### config.mk
export PLATFORM = sky130hd
export DESIGN_NAME = decode_stage_flat
export DESIGN_NICKNAME = d
export VERILOG_FILES = /design/src/rtl/decode_pkg.sv /design/src/rtl/decode_if.sv /design/src/rtl/decode_ctrl.sv /design/src/rtl/decode_stage.sv /design/src/flat_wrapper.sv
export SDC_FILE = /design/constraint.sdc
export NUM_CORES = 1
export LEC_CHECK = 0
export BUFFER_PORTS_ARGS = -buffer_cell sky130_fd_sc_hd__buf_2
export CAP_MARGIN = 20
export CORE_MARGIN = 2
export CORE_UTILIZATION = 30
export DETAILED_ROUTE_END_ITERATION = 16
export PLACE_DENSITY = 0.49
export SYNTH_ARGS = -nofsm -noshare
export SYNTH_HDL_FRONTEND = slang
export SYNTH_SLANG_ARGS = --single-unit
### constraint.sdc
create_clock -name clk -period 5.4 [get_ports clk]
set_input_delay 0.27 -clock clk [delete_from_list [all_inputs] [get_ports clk]]
set_output_delay 0.27 -clock clk [all_outputs]
set_load 0.01 [all_outputs]
### src/rtl/decode_pkg.sv
// Shared decode definitions: opcode/funct encodings, ALU operation enum,
// branch encodings and the control bundle produced by decode_ctrl.
package decode_pkg;

    localparam logic [5:0] OP_RTYPE = 6'b000000;
    localparam logic [5:0] OP_J     = 6'b000010;
    localparam logic [5:0] OP_JAL   = 6'b000011;
    localparam logic [5:0] OP_BEQ   = 6'b000100;
    localparam logic [5:0] OP_BNE   = 6'b000101;
    localparam logic [5:0] OP_ADDI  = 6'b001000;
    localparam logic [5:0] OP_ADDIU = 6'b001001;
    localparam logic [5:0] OP_SLTI  = 6'b001010;
    localparam logic [5:0] OP_SLTIU = 6'b001011;
    localparam logic [5:0] OP_ANDI  = 6'b001100;
    localparam logic [5:0] OP_ORI   = 6'b001101;
    localparam logic [5:0] OP_XORI  = 6'b001110;
    localparam logic [5:0] OP_LUI   = 6'b001111;
    localparam logic [5:0] OP_LW    = 6'b100011;
    localparam logic [5:0] OP_SW    = 6'b101011;

    localparam logic [5:0] F_SLL   = 6'b000000;
    localparam logic [5:0] F_SRL   = 6'b000010;
    localparam logic [5:0] F_SRA   = 6'b000011;
    localparam logic [5:0] F_SLLV  = 6'b000100;
    localparam logic [5:0] F_SRLV  = 6'b000110;
    localparam logic [5:0] F_SRAV  = 6'b000111;
    localparam logic [5:0] F_MFHI  = 6'b010000;
    localparam logic [5:0] F_MFLO  = 6'b010010;
    localparam logic [5:0] F_MULT  = 6'b011000;
    localparam logic [5:0] F_MULTU = 6'b011001;
    localparam logic [5:0] F_DIV   = 6'b011010;
    localparam logic [5:0] F_DIVU  = 6'b011011;
    localparam logic [5:0] F_ADD   = 6'b100000;
    localparam logic [5:0] F_ADDU  = 6'b100001;
    localparam logic [5:0] F_SUB   = 6'b100010;
    localparam logic [5:0] F_SUBU  = 6'b100011;
    localparam logic [5:0] F_AND   = 6'b100100;
    localparam logic [5:0] F_OR    = 6'b100101;
    localparam logic [5:0] F_XOR   = 6'b100110;
    localparam logic [5:0] F_NOR   = 6'b100111;
    localparam logic [5:0] F_SLT   = 6'b101010;
    localparam logic [5:0] F_SLTU  = 6'b101011;

    localparam logic [1:0] BR_NONE = 2'd0;
    localparam logic [1:0] BR_BEQ  = 2'd1;
    localparam logic [1:0] BR_BNE  = 2'd2;

    typedef enum logic [4:0] {
        ALU_NOP, ALU_ADD, ALU_ADDU, ALU_SUB, ALU_SUBU, ALU_AND, ALU_OR,
        ALU_XOR, ALU_NOR, ALU_SLT, ALU_SLTU, ALU_SLL, ALU_SRL, ALU_SRA,
        ALU_LUI, ALU_MULT, ALU_MULTU, ALU_DIV, ALU_DIVU, ALU_MFHI, ALU_MFLO
    } alu_op_t;

    typedef struct packed {
        alu_op_t    alu_op;
        logic       use_imm;
        logic       reg_write;
        logic       hilo_write;
        logic       mem_read;
        logic       mem_write;
        logic [1:0] branch;
        logic       jump;
        logic       illegal;
    } ctrl_t;

    localparam ctrl_t CTRL_NONE = '{alu_op: ALU_NOP, use_imm: 1'b0,
        reg_write: 1'b0, hilo_write: 1'b0, mem_read: 1'b0, mem_write: 1'b0,
        branch: BR_NONE, jump: 1'b0, illegal: 1'b0};

    localparam ctrl_t CTRL_ILLEGAL = '{alu_op: ALU_NOP, use_imm: 1'b0,
        reg_write: 1'b0, hilo_write: 1'b0, mem_read: 1'b0, mem_write: 1'b0,
        branch: BR_NONE, jump: 1'b0, illegal: 1'b1};

endpackage

### src/rtl/decode_if.sv
// Fetch-to-decode and decode-to-execute handshake bundle; the slave
// modport is the decode stage, the master modport the surrounding pipeline.
interface decode_if
    import decode_pkg::*;
#(
    parameter int XLEN   = 32,
    parameter int REG_AW = 5
);
    logic              in_valid;
    logic              in_ready;
    logic [31:0]       in_insn;
    logic [XLEN-1:0]   in_pc;
    logic              out_valid;
    logic              out_ready;
    logic [XLEN-1:0]   out_pc;
    alu_op_t           out_alu_op;
    logic [REG_AW-1:0] out_rs;
    logic [REG_AW-1:0] out_rt;
    logic [REG_AW-1:0] out_rd;
    logic [4:0]        out_sa;
    logic [XLEN-1:0]   out_imm;
    logic [XLEN-1:0]   out_target;
    logic              out_use_imm;
    logic              out_reg_write;
    logic              out_hilo_write;
    logic              out_mem_read;
    logic              out_mem_write;
    logic [1:0]        out_branch;
    logic              out_jump;
    logic              out_illegal;

    modport slave (
        input  in_valid, in_insn, in_pc, out_ready,
        output in_ready, out_valid, out_pc, out_alu_op, out_rs, out_rt,
               out_rd, out_sa, out_imm, out_target, out_use_imm,
               out_reg_write, out_hilo_write, out_mem_read, out_mem_write,
               out_branch, out_jump, out_illegal
    );

    modport master (
        output in_valid, in_insn, in_pc, out_ready,
        input  in_ready, out_valid, out_pc, out_alu_op, out_rs, out_rt,
               out_rd, out_sa, out_imm, out_target, out_use_imm,
               out_reg_write, out_hilo_write, out_mem_read, out_mem_write,
               out_branch, out_jump, out_illegal
    );
endinterface

### src/rtl/decode_ctrl.sv
// Combinational MIPS decoder: instruction word and PC in, control bundle,
// register indices, extended immediate and branch/jump target out.
module decode_ctrl
    import decode_pkg::*;
#(
    parameter int XLEN     = 32,
    parameter int REG_AW   = 5,
    parameter int LINK_REG = 31
) (
    input  logic [31:0]       insn,
    input  logic [XLEN-1:0]   pc,
    output ctrl_t             ctrl,
    output logic [REG_AW-1:0] rs,
    output logic [REG_AW-1:0] rt,
    output logic [REG_AW-1:0] rd,
    output logic [4:0]        sa,
    output logic [XLEN-1:0]   imm,
    output logic [XLEN-1:0]   target
);
    logic [5:0]      opcode;
    logic [5:0]      funct;
    logic [XLEN-1:0] pc4;
    logic [XLEN-1:0] sext_imm;

    assign opcode   = insn[31:26];
    assign funct    = insn[5:0];
    assign pc4      = pc + XLEN'(4);
    assign sext_imm = XLEN'($signed(insn[15:0]));

    always_comb begin
        ctrl   = CTRL_NONE;
        rs     = REG_AW'(insn[25:21]);
        rt     = REG_AW'(insn[20:16]);
        rd     = REG_AW'(insn[15:11]);
        sa     = insn[10:6];
        imm    = sext_imm;
        target = '0;
        case (opcode)
            OP_RTYPE: begin
                ctrl.reg_write = 1'b1;
                case (funct)
                    F_ADD:  ctrl.alu_op = ALU_ADD;
                    F_ADDU: ctrl.alu_op = ALU_ADDU;
                    F_SUB:  ctrl.alu_op = ALU_SUB;
                    F_SUBU: ctrl.alu_op = ALU_SUBU;
                    F_AND:  ctrl.alu_op = ALU_AND;
                    F_OR:   ctrl.alu_op = ALU_OR;
                    F_XOR:  ctrl.alu_op = ALU_XOR;
                    F_NOR:  ctrl.alu_op = ALU_NOR;
                    F_SLT:  ctrl.alu_op = ALU_SLT;
                    F_SLTU: ctrl.alu_op = ALU_SLTU;
                    F_SLL, F_SLLV: ctrl.alu_op = ALU_SLL;
                    F_SRL, F_SRLV: ctrl.alu_op = ALU_SRL;
                    F_SRA, F_SRAV: ctrl.alu_op = ALU_SRA;
                    F_MFHI: ctrl.alu_op = ALU_MFHI;
                    F_MFLO: ctrl.alu_op = ALU_MFLO;
                    F_MULT, F_MULTU, F_DIV, F_DIVU: begin
                        ctrl.reg_write  = 1'b0;
                        ctrl.hilo_write = 1'b1;
                        case (funct)
                            F_MULT:  ctrl.alu_op = ALU_MULT;
                            F_MULTU: ctrl.alu_op = ALU_MULTU;
                            F_DIV:   ctrl.alu_op = ALU_DIV;
                            default: ctrl.alu_op = ALU_DIVU;
                        endcase
                    end
                    default: ctrl = CTRL_ILLEGAL;
                endcase
            end
            // I-type ALU ops and loads write rt; memory ops use ADD for the address
            OP_ADDI, OP_ADDIU, OP_SLTI, OP_SLTIU, OP_ANDI, OP_ORI, OP_XORI,
            OP_LUI, OP_LW: begin
                ctrl.use_imm   = 1'b1;
                ctrl.reg_write = 1'b1;
                rd             = REG_AW'(insn[20:16]);
                case (opcode)
                    OP_ADDI:  ctrl.alu_op = ALU_ADD;
                    OP_ADDIU: ctrl.alu_op = ALU_ADDU;
                    OP_SLTI:  ctrl.alu_op = ALU_SLT;
                    OP_SLTIU: ctrl.alu_op = ALU_SLTU;
                    OP_ANDI: begin
                        ctrl.alu_op = ALU_AND;
                        imm         = XLEN'(insn[15:0]);
                    end
                    OP_ORI: begin
                        ctrl.alu_op = ALU_OR;
                        imm         = XLEN'(insn[15:0]);
                    end
                    OP_XORI: begin
                        ctrl.alu_op = ALU_XOR;
                        imm         = XLEN'(insn[15:0]);
                    end
                    OP_LUI: begin
                        ctrl.alu_op = ALU_LUI;
                        imm         = XLEN'($signed({insn[15:0], 16'h0000}));
                    end
                    default: begin
                        ctrl.alu_op   = ALU_ADD;
                        ctrl.mem_read = 1'b1;
                    end
                endcase
            end
            OP_SW: begin
                ctrl.alu_op    = ALU_ADD;
                ctrl.use_imm   = 1'b1;
                ctrl.mem_write = 1'b1;
                rd             = REG_AW'(insn[20:16]);
            end
            OP_BEQ, OP_BNE: begin
                ctrl.alu_op = ALU_SUB;
                ctrl.branch = (opcode == OP_BEQ) ? BR_BEQ : BR_BNE;
                target      = pc4 + (sext_imm << 2);
            end
            OP_J, OP_JAL: begin
                ctrl.jump = 1'b1;
                target    = {pc4[XLEN-1:28], insn[25:0], 2'b00};
                if (opcode == OP_JAL) begin
                    ctrl.reg_write = 1'b1;
                    rd             = REG_AW'(LINK_REG);
                end
            end
            default: ctrl = CTRL_ILLEGAL;
        endcase
    end
endmodule

### src/rtl/decode_stage.sv
// Pipelined decode stage with a two-entry elastic buffer (output + skid).
// Optional macro DECODE_TRACE_EN prints each bundle as it leaves the stage.
module decode_stage
    import decode_pkg::*;
#(
    parameter int XLEN     = 32,
    parameter int REG_AW   = 5,
    parameter int LINK_REG = 31
) (
    input  logic     clk,
    input  logic     rst_n,
    input  logic     flush,
    decode_if.slave  bus
);
    typedef struct packed {
        logic [XLEN-1:0]   pc;
        ctrl_t             ctrl;
        logic [REG_AW-1:0] rs;
        logic [REG_AW-1:0] rt;
        logic [REG_AW-1:0] rd;
        logic [4:0]        sa;
        logic [XLEN-1:0]   imm;
        logic [XLEN-1:0]   target;
    } bundle_t;

    ctrl_t             dec_ctrl;
    logic [REG_AW-1:0] dec_rs, dec_rt, dec_rd;
    logic [4:0]        dec_sa;
    logic [XLEN-1:0]   dec_imm, dec_target;
    bundle_t           dec, out_q, skid_q;
    logic              out_valid_q, skid_valid_q;
    logic              accept;

    decode_ctrl #(
        .XLEN     (XLEN),
        .REG_AW   (REG_AW),
        .LINK_REG (LINK_REG)
    ) u_ctrl (
        .insn   (bus.in_insn),
        .pc     (bus.in_pc),
        .ctrl   (dec_ctrl),
        .rs     (dec_rs),
        .rt     (dec_rt),
        .rd     (dec_rd),
        .sa     (dec_sa),
        .imm    (dec_imm),
        .target (dec_target)
    );

    assign dec = '{pc: bus.in_pc, ctrl: dec_ctrl, rs: dec_rs, rt: dec_rt,
                   rd: dec_rd, sa: dec_sa, imm: dec_imm, target: dec_target};

    assign bus.in_ready = !skid_valid_q;
    assign accept       = bus.in_valid && !skid_valid_q;

    // Skid always refills the output slot before a new input may enter,
    // which keeps program order without a comparator.
    always_ff @(posedge clk or negedge rst_n) begin
        if (!rst_n) begin
            out_valid_q  <= 1'b0;
            skid_valid_q <= 1'b0;
            out_q        <= '0;
            skid_q       <= '0;
        end else if (flush) begin
            out_valid_q  <= 1'b0;
            skid_valid_q <= 1'b0;
        end else if (!out_valid_q || bus.out_ready) begin
            if (skid_valid_q) begin
                out_q        <= skid_q;
                out_valid_q  <= 1'b1;
                skid_valid_q <= 1'b0;
            end else begin
                out_valid_q <= accept;
                if (accept) begin
                    out_q <= dec;
                end
            end
        end else if (accept) begin
            skid_q       <= dec;
            skid_valid_q <= 1'b1;
        end
    end

    assign bus.out_valid      = out_valid_q;
    assign bus.out_pc         = out_q.pc;
    assign bus.out_alu_op     = out_q.ctrl.alu_op;
    assign bus.out_rs         = out_q.rs;
    assign bus.out_rt         = out_q.rt;
    assign bus.out_rd         = out_q.rd;
    assign bus.out_sa         = out_q.sa;
    assign bus.out_imm        = out_q.imm;
    assign bus.out_target     = out_q.target;
    assign bus.out_use_imm    = out_q.ctrl.use_imm;
    assign bus.out_reg_write  = out_q.ctrl.reg_write;
    assign bus.out_hilo_write = out_q.ctrl.hilo_write;
    assign bus.out_mem_read   = out_q.ctrl.mem_read;
    assign bus.out_mem_write  = out_q.ctrl.mem_write;
    assign bus.out_branch     = out_q.ctrl.branch;
    assign bus.out_jump       = out_q.ctrl.jump;
    assign bus.out_illegal    = out_q.ctrl.illegal;

`ifdef DECODE_TRACE_EN
    // Mnemonic is rebuilt from the control bundle; the raw word is not kept.
    always @(posedge clk) begin
        string mnem;
        if (rst_n && out_valid_q && bus.out_ready) begin
            if (out_q.ctrl.illegal) begin
                $display("ILLEGAL %h", out_q.pc);
            end else begin
                if (out_q.ctrl.jump)
                    mnem = out_q.ctrl.reg_write ? "JAL" : "J";
                else if (out_q.ctrl.branch == BR_BEQ)
                    mnem = "BEQ";
                else if (out_q.ctrl.branch == BR_BNE)
                    mnem = "BNE";
                else if (out_q.ctrl.mem_read)
                    mnem = "LW";
                else if (out_q.ctrl.mem_write)
                    mnem = "SW";
                else
                    mnem = out_q.ctrl.alu_op.name();
                $display("pc=%h %s %0d %0d %0d %h", out_q.pc, mnem,
                         out_q.rs, out_q.rt, out_q.rd, out_q.imm);
            end
        end
    end
`endif
endmodule

### src/flat_wrapper.sv
// flat-port wrapper written by rule: the top's interface ports become plain ports
module decode_stage_flat import decode_pkg::*;
#(
    parameter int XLEN     = 32,
    parameter int REG_AW   = 5,
    parameter int LINK_REG = 31
)
  (clk, rst_n, flush, bus_in_valid, bus_in_insn, bus_in_pc, bus_out_ready, bus_in_ready, bus_out_valid, bus_out_pc, bus_out_alu_op, bus_out_rs, bus_out_rt, bus_out_rd, bus_out_sa, bus_out_imm, bus_out_target, bus_out_use_imm, bus_out_reg_write, bus_out_hilo_write, bus_out_mem_read, bus_out_mem_write, bus_out_branch, bus_out_jump, bus_out_illegal);
  decode_if #(.XLEN(XLEN), .REG_AW(REG_AW)) bus_i ();
  input  logic clk;
  input  logic rst_n;
  input  logic flush;
  input wire logic [$bits(bus_i.in_valid)-1:0] bus_in_valid;
  input wire logic [$bits(bus_i.in_insn)-1:0] bus_in_insn;
  input wire logic [$bits(bus_i.in_pc)-1:0] bus_in_pc;
  input wire logic [$bits(bus_i.out_ready)-1:0] bus_out_ready;
  output wire logic [$bits(bus_i.in_ready)-1:0] bus_in_ready;
  output wire logic [$bits(bus_i.out_valid)-1:0] bus_out_valid;
  output wire logic [$bits(bus_i.out_pc)-1:0] bus_out_pc;
  output wire logic [$bits(bus_i.out_alu_op)-1:0] bus_out_alu_op;
  output wire logic [$bits(bus_i.out_rs)-1:0] bus_out_rs;
  output wire logic [$bits(bus_i.out_rt)-1:0] bus_out_rt;
  output wire logic [$bits(bus_i.out_rd)-1:0] bus_out_rd;
  output wire logic [$bits(bus_i.out_sa)-1:0] bus_out_sa;
  output wire logic [$bits(bus_i.out_imm)-1:0] bus_out_imm;
  output wire logic [$bits(bus_i.out_target)-1:0] bus_out_target;
  output wire logic [$bits(bus_i.out_use_imm)-1:0] bus_out_use_imm;
  output wire logic [$bits(bus_i.out_reg_write)-1:0] bus_out_reg_write;
  output wire logic [$bits(bus_i.out_hilo_write)-1:0] bus_out_hilo_write;
  output wire logic [$bits(bus_i.out_mem_read)-1:0] bus_out_mem_read;
  output wire logic [$bits(bus_i.out_mem_write)-1:0] bus_out_mem_write;
  output wire logic [$bits(bus_i.out_branch)-1:0] bus_out_branch;
  output wire logic [$bits(bus_i.out_jump)-1:0] bus_out_jump;
  output wire logic [$bits(bus_i.out_illegal)-1:0] bus_out_illegal;
  assign bus_i.in_valid = bus_in_valid;
  assign bus_i.in_insn = bus_in_insn;
  assign bus_i.in_pc = bus_in_pc;
  assign bus_i.out_ready = bus_out_ready;
  assign bus_in_ready = bus_i.in_ready;
  assign bus_out_valid = bus_i.out_valid;
  assign bus_out_pc = bus_i.out_pc;
  assign bus_out_alu_op = bus_i.out_alu_op;
  assign bus_out_rs = bus_i.out_rs;
  assign bus_out_rt = bus_i.out_rt;
  assign bus_out_rd = bus_i.out_rd;
  assign bus_out_sa = bus_i.out_sa;
  assign bus_out_imm = bus_i.out_imm;
  assign bus_out_target = bus_i.out_target;
  assign bus_out_use_imm = bus_i.out_use_imm;
  assign bus_out_reg_write = bus_i.out_reg_write;
  assign bus_out_hilo_write = bus_i.out_hilo_write;
  assign bus_out_mem_read = bus_i.out_mem_read;
  assign bus_out_mem_write = bus_i.out_mem_write;
  assign bus_out_branch = bus_i.out_branch;
  assign bus_out_jump = bus_i.out_jump;
  assign bus_out_illegal = bus_i.out_illegal;
  decode_stage #(.XLEN(XLEN), .REG_AW(REG_AW), .LINK_REG(LINK_REG)) u_core (.clk(clk), .rst_n(rst_n), .flush(flush), .bus(bus_i));
endmodule
* Word-level counts from Yosys, hierarchy flattened
Cells that the tools add are included.
** Word-level totals
- Register bits :: 262
- Input bits :: 69
- Output and inout port bits :: 132
- Logic and storage cells :: 127
** Operators by class
- $add $sub $neg :: 2
- Equality and inequality tests :: 35
- Multiplexer cells :: 30
- Bitwise operators :: 2
- Reduce and logical (&&, ||, !) cells :: 24
** Operators by type and width (number)
- 130-bit two-way mux :: 2
- 32-bit case mux with 2 select lines :: 2
- 5-bit case mux with 16 select lines :: 1
- 6-bit == test (second input constant) :: 12
- 6-bit by 4-bit == test with 1-bit output (second input constant) :: 8
- 6-bit by 5-bit == test with 1-bit output (second input constant) :: 6
- 32-bit by 3-bit adder with 32-bit output (second input constant) :: 1
- 32-bit adder :: 1
- 32-bit two-way mux :: 1
- 6-bit by 3-bit == test with 1-bit output (second input constant) :: 5
- 4-bit case mux with 7 select lines :: 1
- 6-bit by 2-bit == test with 1-bit output (second input constant) :: 4
- 22-bit OR reduction :: 1
- 5-bit case mux with 4 select lines :: 1
- 18-bit OR reduction :: 1
- 5-bit case mux with 3 select lines :: 1
- 14-bit OR reduction :: 1
- 6-bit zero test :: 2
- 1-bit two-way mux :: 11
- 5-bit case mux with 2 select lines :: 1
- 10-bit OR reduction :: 1
- 2-bit OR reduction :: 5
- 9-bit OR reduction :: 1
- 1-bit case mux with 2 select lines :: 4
- 14 further kinds :: 19

* Depth between registers and ports, before layout
Gate-level depths: netlist of run 1.
- Word-level depth :: 6
- Mapped depth :: 20
- Depth with buffers taken out :: 18

* Cells and area by module
A second synthesis of run 1 with hierarchy kept.
** Second synthesis, totals
- Cell total of the unflattened synthesis :: 1224
- Area, all modules :: 15078.2 um^2
** Modules (own cells, without submodules)
- decode_stage :: times used 1, cells each 704, area an instance 11788.8 um^2
- decode_ctrl :: times used 1, cells each 520, area an instance 3289.4 um^2

* Worst setup path after synthesis of run 1
OpenSTA, ideal clock, no wires.
- Kind :: input port to flip-flop
- From :: input port bus_in_pc[4]
- To :: register u_core.skid_q[30] (netlist bit)
- Library setup time :: 125 ps
- Data arrival time :: 3289 ps
- Slack :: 1986 ps
- Cell stages on the path :: 18
- Buffers on the path :: 2
- Cells stage by stage :: and3_1 and2_4 and3_1 buf_2 inv_1 nor2_1 and3_1 xor2_1 ha_1 buf_4 and4_1 nand3_1 a211oi_2 o2111ai_2 a31oi_4 a31oi_1 a311o_1 mux2_2
** Between the ends
- Longest elaborated chain between the ends :: 3
** Ends and longest elaborated chain
- start: declaration :: RTL line flat_wrapper.sv:15 : input wire logic [$bits(bus_i.in_pc)-1:0] bus_in_pc;
- 32-bit by 3-bit adder with 32-bit output * :: RTL line decode_ctrl.sv:27 : assign pc4 = pc + XLEN'(4);
- 32-bit adder :: RTL line decode_ctrl.sv:112 : target = pc4 + (sext_imm << 2);
- 32-bit case mux with 2 select lines * :: RTL line decode_ctrl.sv:38 : case (opcode)
- end signal: assignment :: RTL line decode_stage.sv:63 : skid_q <= '0;
- end signal: assignment :: RTL line decode_stage.sv:79 : skid_q <= dec;
- end: declaration :: RTL line decode_stage.sv:30 : bundle_t dec, out_q, skid_q;
Mark *: on every way between the ends. The rest lies on a longest branch, timed or not.
A chain may end at the register's enable or synchronous reset.

* Worst setup path after layout of run 1
- From :: input port bus_in_pc[5]
- To :: register u_core.skid_q[30] (netlist bit)
Same word-level chain as after synthesis.

==> flow_summary.toml, run 1 <==
[worst_setup_path]
critPathRequiredTime_ps = 5870
reg2reg_depth = 7
arrival_ps = 4450
crit_chain = "dlygate4sd3_1 -> buf_2 -> and3_1 -> and2_4 -> and3_1 -> inv_1 -> nor2_1 -> and3_1 -> xor2_1 -> ha_1 -> and4_1 -> nand3_1 -> a211oi_2 -> o2111ai_2 -> a31oi_4 -> a31oi_1 -> a311o_1 -> mux2_2"
cp_common_cell = "and3_1"
worstSetupPathType = "in2reg"
start_kind = "primary input"
r2r_slack_ps = 2660
worstSetupStartpoint = "bus_in_pc[5]"
reg2reg_from = "u_core.skid_valid_q$_DFFE_PN0P_"
cp_slowest_cell = "dlygate4sd3_1"
r2r-end = "u_core.bus.out_target[26]$_DFFE_PN0P_"
end_kind = "register"
slowest_delay_ps = 530
crit_fanout = 8

[synth]
avgSynthCellArea_sq_um = 9.24
synth_top_family_by_area = "compound AO/OA/AOI/OAI gates"
synth_cells = 1494
synth.area.top_cells = "dfrtp_1, nand2_1, o21ai_0"
synth_xor_area_frac = 0.0343
synthSimpleGateAreaFrac = 0.145
yosysSeqAreaShare = 0.475
synth_edf_count = 0
synth_warnings = 0
yosysTopAreaCellShare = 0.475
synth.area.mux_share = 0.0993
synth.distinct_cells = 69
ys_ff_latch = 262
ys.flop_type = "dfrtp_1"
mappedNetlistNets = 1599
synth_compound_area_frac = 0.180
synth-async-reset-ratio = 1.00
yosys.area.top_type = "dfrtp_1"
synthAdderAreaFrac = 0.0332
syn_area_sq_um = 13800

[route]
first_iter_violations = 742
routed_wl_microns = 42800
drt_pass1_iterations = 5
drc_errors = 0
ant_nets = 0
viasPerCell = 4.98
wl_per_cell_microns = 18.7
vias = 11420

[pwr]
ir_worst_vdd_mv = 0.259
finalPower_mw = 5.53
power.density_nw_per_um2 = 332
power_leakage_nw = 7.67

[timing]
slew_viol_final = 0
hold_viol = 0
fmax_mhz = 251
post-route-period-util = 0.737
period_needed_ps = 3980
grt_setup_unrepaired = "no"
tightest_slew_ps = 970
tns_ps = 0
relSlewSlack = 0.353
setup_viol = 0
clock_skew_ps = 15.5

[clock_tree]
cts_made_buffers = 31
clk_latency_ps = 590
ctsLongestPathBuffers = 3
clock_sinks = 262
postCtsSetupBuffers = 0
root_buffer = "clkbuf_16"
htree_num_levels = 1
clkTransAtPathRegs_ps = 60
cts_tree = "done"

[finish]
drive_gt1_frac = 0.203
stdcell_area_sq_um = 16600
regArea_sq_um = 6560
fillCellCount = 4704
diodes = 0
multi_input_area_sq_um = 6810
stdcell_count = 2292
nets = 1774
syn2layout_area_growth_pct = 20.6

[worst_hold_path]
worstHoldStart = "bus_in_pc[27]"
hold_end = "u_core.skid_q[125]$_DFFE_PN0P_"
whs_path_depth = 2
hold_path_class = "in2reg"

[global_routing]
top_usage_layer = "met2"
grt_first_pass_wirelength_microns = 66700
grt_max_degree = 131
grtUsageMet2 = 0.290
grt_overflow_total = 0
use_met1 = 0.255
grt_util_all_layers = 0.180
grt_pass1_vias = 10957
grt_antenna_before_repair = 3
gr-usage-met3 = 0.0242

[outcome]
outcome = "completed"

[die]
dieArea_sq_um = 47700
start_util = 0.304
rows = 78
io_pins = 201
core_area_sq_um = 45400
die_h_microns = 218
die_width_microns = 218

[place]
place_inst = 2208
routabilityCongestion = 0.832
placed_area_sq_um = 15300
dp_hpwl_microns = 29400
port_buffers = 200

[run]
maxCapViolations = 0
## metrics by stage
| step | hold slack, ps | util | worst slack [ps] |
|---|---|---|---|
| detailed placement | 333 | 0.338 | 1380 |
| CTS | 2.49 | 0.367 | 1460 |
| finish | 18.6 | 0.367 | 1420 |
| global route | 21.4 | 0.367 | 1090 |
| global placement | 335 | 0.338 | 1430 |
| floorplan | -25.6 | - | 1990 |
## worst max-delay path by stage
stage	to	slack, ps	depth (start not counted)
after floorplan	u_core.skid_q[30]$_DFFE_PN0P_	1990	18
after global placement	u_core.skid_q[30]$_DFFE_PN0P_	1430	17
after detailed placement	u_core.skid_q[30]$_DFFE_PN0P_	1380	17
after CTS	u_core.skid_q[30]$_DFFE_PN0P_	1460	18
after global routing	u_core.skid_q[30]$_DFFE_PN0P_	1090	18
final	u_core.skid_q[30]$_DFFE_PN0P_	1420	18
## critical path: cells and delay by family
family | cells | cell delay (ps)
compound gates | 5 | 1170
xor+xnor | 1 | 90
buf+inv | 3 | 760
mux | 1 | 270
simple gates | 7 | 1490
fa+ha+maj | 1 | 410
## registers in the layout, summed over array words and instances (netlist names), 2 cells and up
signal and cells:
u_core.skid_q 130, u_core.bus.out_imm 32, u_core.bus.out_pc 32, u_core.bus.out_target 32, u_core.bus.out_alu_op 5, u_core.bus.out_rd 5
u_core.bus.out_rs 5, u_core.bus.out_rt 5, u_core.bus.out_sa 5, u_core.bus.out_branch 2
## final cells by class
class,instances,share of cell area
repair buffers,242,0.0862
clock buffers,49,0.0537
clock inverters,7,0.00767
well taps,600,0.0451
flip-flops and latches,262,0.394
multi-input cells,1114,0.409
inverters,18,0.00406
## cell usage after synthesis (all sizes together), types with 3 or more instances
cell type	number
and4	5
a211oi	5
clkbuf	75
nand4	19
nor3	15
nand2b	9
nor2b	5
o21a	3
nor3b	3
nand2	261
nor2	100
or3	3
mux2i	57
inv	18
dfrtp	262
and2	6
a31oi	7
xor2	18
a22oi	16
o21bai	3
ha	35
nor4	3
mux2	71
o211ai	7
a21oi	117
o31ai	5
xnor2	36
a32oi	4
and3	12
nand3	16
o21ai	231
a21o	14
buf	25
## repair_timing
| item | 4_1_cts | 5_1_grt |
|---|---|---|
| endpoints found under the setup margin | 0 | 0 |
| resized for setup | 0 | 0 |
| endpoints found under the hold margin | 114 | 0 |
| hold buffers | 27 | 0 |
## logic make-up (layout without fill, tap and decap cells)
kind of cell / count (synthesis) / count (layout)
and+or+nand+nor: 461 / 461
buffers and inverters: 118 / 316
AOI/OAI and AO/OA: 435 / 435
adders and majority gates: 36 / 36
xor gates and xnor gates: 54 / 54
DFF: 262 / 262
muxes: 128 / 128
## layer usage
layer  vias up  wire (microns)
li1       5602               -
met1      5490           20200
met2       271           19800
met3        55            1960
met4         2             806
met5         -              13
## report_power, final
part	internal, mW	switching (mW)
clock	1.27	0.863
sequential	2.26	0.149
combinational	0.406	0.581
## cells in the final DEF (no fill, tap or decap), types with 4 or more instances in the layout
cell type      instances
dfrtp_1              261
nand2_1              259
buf_2                199
o21ai_0              180
a21oi_1              116
nor2_1               100
mux2_2                66
mux2i_1               57
o21ai_1               50
xnor2_1               36
ha_1                  35
clkbuf_16             31
dlygate4sd3_1         27
nand4_1               18
xor2_1                18
inv_1                 18
nand3_1               16
a22oi_1               16
a21o_1                14
nor3_1                13
clkbuf_1              13
and3_1                11
buf_4                 11
nand2b_1               9
o211ai_1               7
a31oi_1                6
and4_1                 5
o31ai_1                5
nor2b_1                5
mux2_1                 5
clkbuf_8               5
a32oi_1                4
a211oi_1               4
and2_1                 4
(Power assumes the default switching activity.)
==> run 2, diff against run 1 <==
==> constraint.sdc (replaced) <==
create_clock -name clk -period 3.7 [get_ports clk]
set_input_delay 0.185 -clock clk [delete_from_list [all_inputs] [get_ports clk]]
set_output_delay 0.185 -clock clk [all_outputs]
set_load 0.01 [all_outputs]
==> run 2 against run 1 <==
  * Critical path depth down 1
  * Flip-flop and latch count unchanged
  * Critical path type unchanged
  * Non-clock buffer count up 44
  * Critical endpoint unchanged
  * Core utilization up 1.2 points
  * Final cell count up 2.1%
  * Sequential power up 46%
  * Global-route usage up 0.54 points
  * Clock skew up 17 ps
==> flow_summary.toml, run 2 (same netlist as run 1, synthesis figures left out) <==
[outcome]
outcome = "completed"

[clock_tree]
clkTransAtPathRegs_ps = 60
cts_tree = "done"
root_buffer = "clkbuf_16"
cts_made_buffers = 35
clock_sinks = 262
htree_num_levels = 2
ctsLongestPathBuffers = 3
clk_latency_ps = 570

[route]
first_iter_violations = 729
ant_nets = 0
wl_per_cell_microns = 18.7
vias = 11673
viasPerCell = 4.99
drc_errors = 0
drt_pass1_iterations = 5
routed_wl_microns = 43700

[finish]
multi_input_area_sq_um = 6840
largest_reg_flops = 130
mostFrequentLayoutCell = "dfrtp_1"
drive_gt1_frac = 0.224
mostFrequentLayoutCells = "dfrtp_1, nand2_1, buf_2, o21ai_0, a21oi_1"
fin_util = 0.379
regArea_sq_um = 6560
fillCellCount = 4606
nets = 1822
syn2layout_area_growth_pct = 24.6
largest-register = "u_core.skid_q"
stdcell_area_sq_um = 17200
diodes = 0

[worst_hold_path]
whs_path_depth = 2
hold_end = "u_core.skid_q[76]$_DFFE_PN0P_"
worstHoldStart = "bus_in_insn[18]"
hold_path_class = "in2reg"

[global_routing]
grt_overflow_total = 0
grt_antenna_before_repair = 0
grt_pass1_vias = 11231
grt_util_all_layers = 0.185
grt_first_pass_wirelength_microns = 67600
grt_max_degree = 116

[worst_setup_path]
cp_common_cell = "and3_1"
crit_fanout = 7
reg2reg_depth = 3
end_kind = "register"
cp_slowest_cell = "dlygate4sd3_1"
slowest_delay_ps = 520
crit_chain = "dlygate4sd3_1 -> buf_2 -> and2_4 -> and3_1 -> inv_1 -> nor2_1 -> and3_1 -> xor2_1 -> ha_1 -> and4_1 -> nand3_1 -> a211oi_2 -> o2111ai_2 -> a31oi_4 -> a31oi_1 -> a311o_1 -> mux2_2"
reg2reg_from = "u_core.skid_valid_q$_DFFE_PN0P_"
start_kind = "primary input"
arrival_ps = 3930
worstSetupPathType = "in2reg"
r2r-end = "u_core.bus.out_alu_op[0]$_DFFE_PN0P_"
critPathRequiredTime_ps = 4150
r2r_slack_ps = 1270

[die]
start_util = 0.304
rows = 78
die_width_microns = 218
core_area_sq_um = 45400
io_pins = 201
die_h_microns = 218
dieArea_sq_um = 47700

[pwr]
power.density_nw_per_um2 = 490
power_leakage_nw = 7.95
finalPower_mw = 8.43
ir_worst_vdd_mv = 0.253

[place]
dp_hpwl_microns = 30700
port_buffers = 200
routabilityCongestion = 0.862
placed_area_sq_um = 15600

[timing]
relSlewSlack = 0.354
slew_viol_final = 0
period_needed_ps = 3480
fmax_mhz = 287
clock_skew_ps = 32.8
setup_viol = 0
hold_slack_ps = 19.0
hold_viol = 0
grt_setup_unrepaired = "yes"
tightest_slew_ps = 969
post-route-period-util = 0.941

[run]
maxCapViolations = 0
[run 2: changes by cell type in the layout (fill, tap and decap cells not counted), moves of 2 or more]
cell / change
ha_1: -2
clkbuf_8: +2
clkbuf_1: -8
buf_4: +26
buf_12: +3
clkinv_2: +2
dlygate4sd3_1: +16
clkbuf_16: +5
ha_2: +2
[run 2: critical path: cells and delay by family]
kind	cells	cell delay, ps
simple gates	6	1130
buf+inv	3	730
fa+ha+maj	1	420
xor+xnor	1	80
mux	1	260
compound gates	5	1120
[run 2: worst max-delay path by stage]
stage,from,endpoint,slack [ps]
final,bus_in_pc[7],u_core.skid_q[30]$_DFFE_PN0P_,220
after global placement,bus_in_pc[4],u_core.skid_q[30]$_DFFE_PN0P_,110
after global routing,bus_in_pc[12],u_core.skid_q[31]$_DFFE_PN0P_,-20
after floorplan,bus_in_pc[4],u_core.skid_q[30]$_DFFE_PN0P_,370
after CTS,bus_in_pc[3],u_core.bus.out_target[29]$_DFFE_PN0P_,120
after detailed placement,bus_in_pc[5],u_core.skid_q[30]$_DFFE_PN0P_,50
[run 2: per-stage QoR]
step | setup WS [ps] | instances | setup TNS, ps
global route | -15.2 | 2339 | -15.2
floorplan | 371 | 1494 | 0
detailed placement | 48.2 | 2236 | 0
CTS | 123 | 2338 | 0
finish | 219 | 2339 | 0
global placement | 111 | 2236 | 0
[run 2: final cells by class]
class                   instances  area share
multi-input cells            1114       0.398
flip-flops and latches        262       0.381
repair buffers                286       0.107
clock buffers                  48      0.0591
well taps                     600      0.0436
clock inverters                11     0.00749
inverters                      18     0.00393
[run 2: what timing repair did]
item / 4_1_cts / 5_1_grt
hold buffers: 43 / 0
resized for setup: 0 / 7
setup buffers: 0 / 1
endpoints found under the hold margin: 175 / 0
setup endpoints to repair: 0 / 7
[run 2: report_power, final]
part	switching (mW)	total [mW]	internal [mW]
registers	0.214	3.51	3.29
logic	0.874	1.50	0.630
clock network	1.36	3.42	2.06
[run 2: per-layer routing]
| metal | share of wire | wire (microns) | global-route usage |
|---|---|---|---|
| met5 | 0 | 0 | 0 |
| met4 | 0.021 | 935 | 0.0567 |
| met3 | 0.046 | 1990 | 0.0288 |
| met2 | 0.47 | 20400 | 0.296 |
| met1 | 0.47 | 20300 | 0.257 |
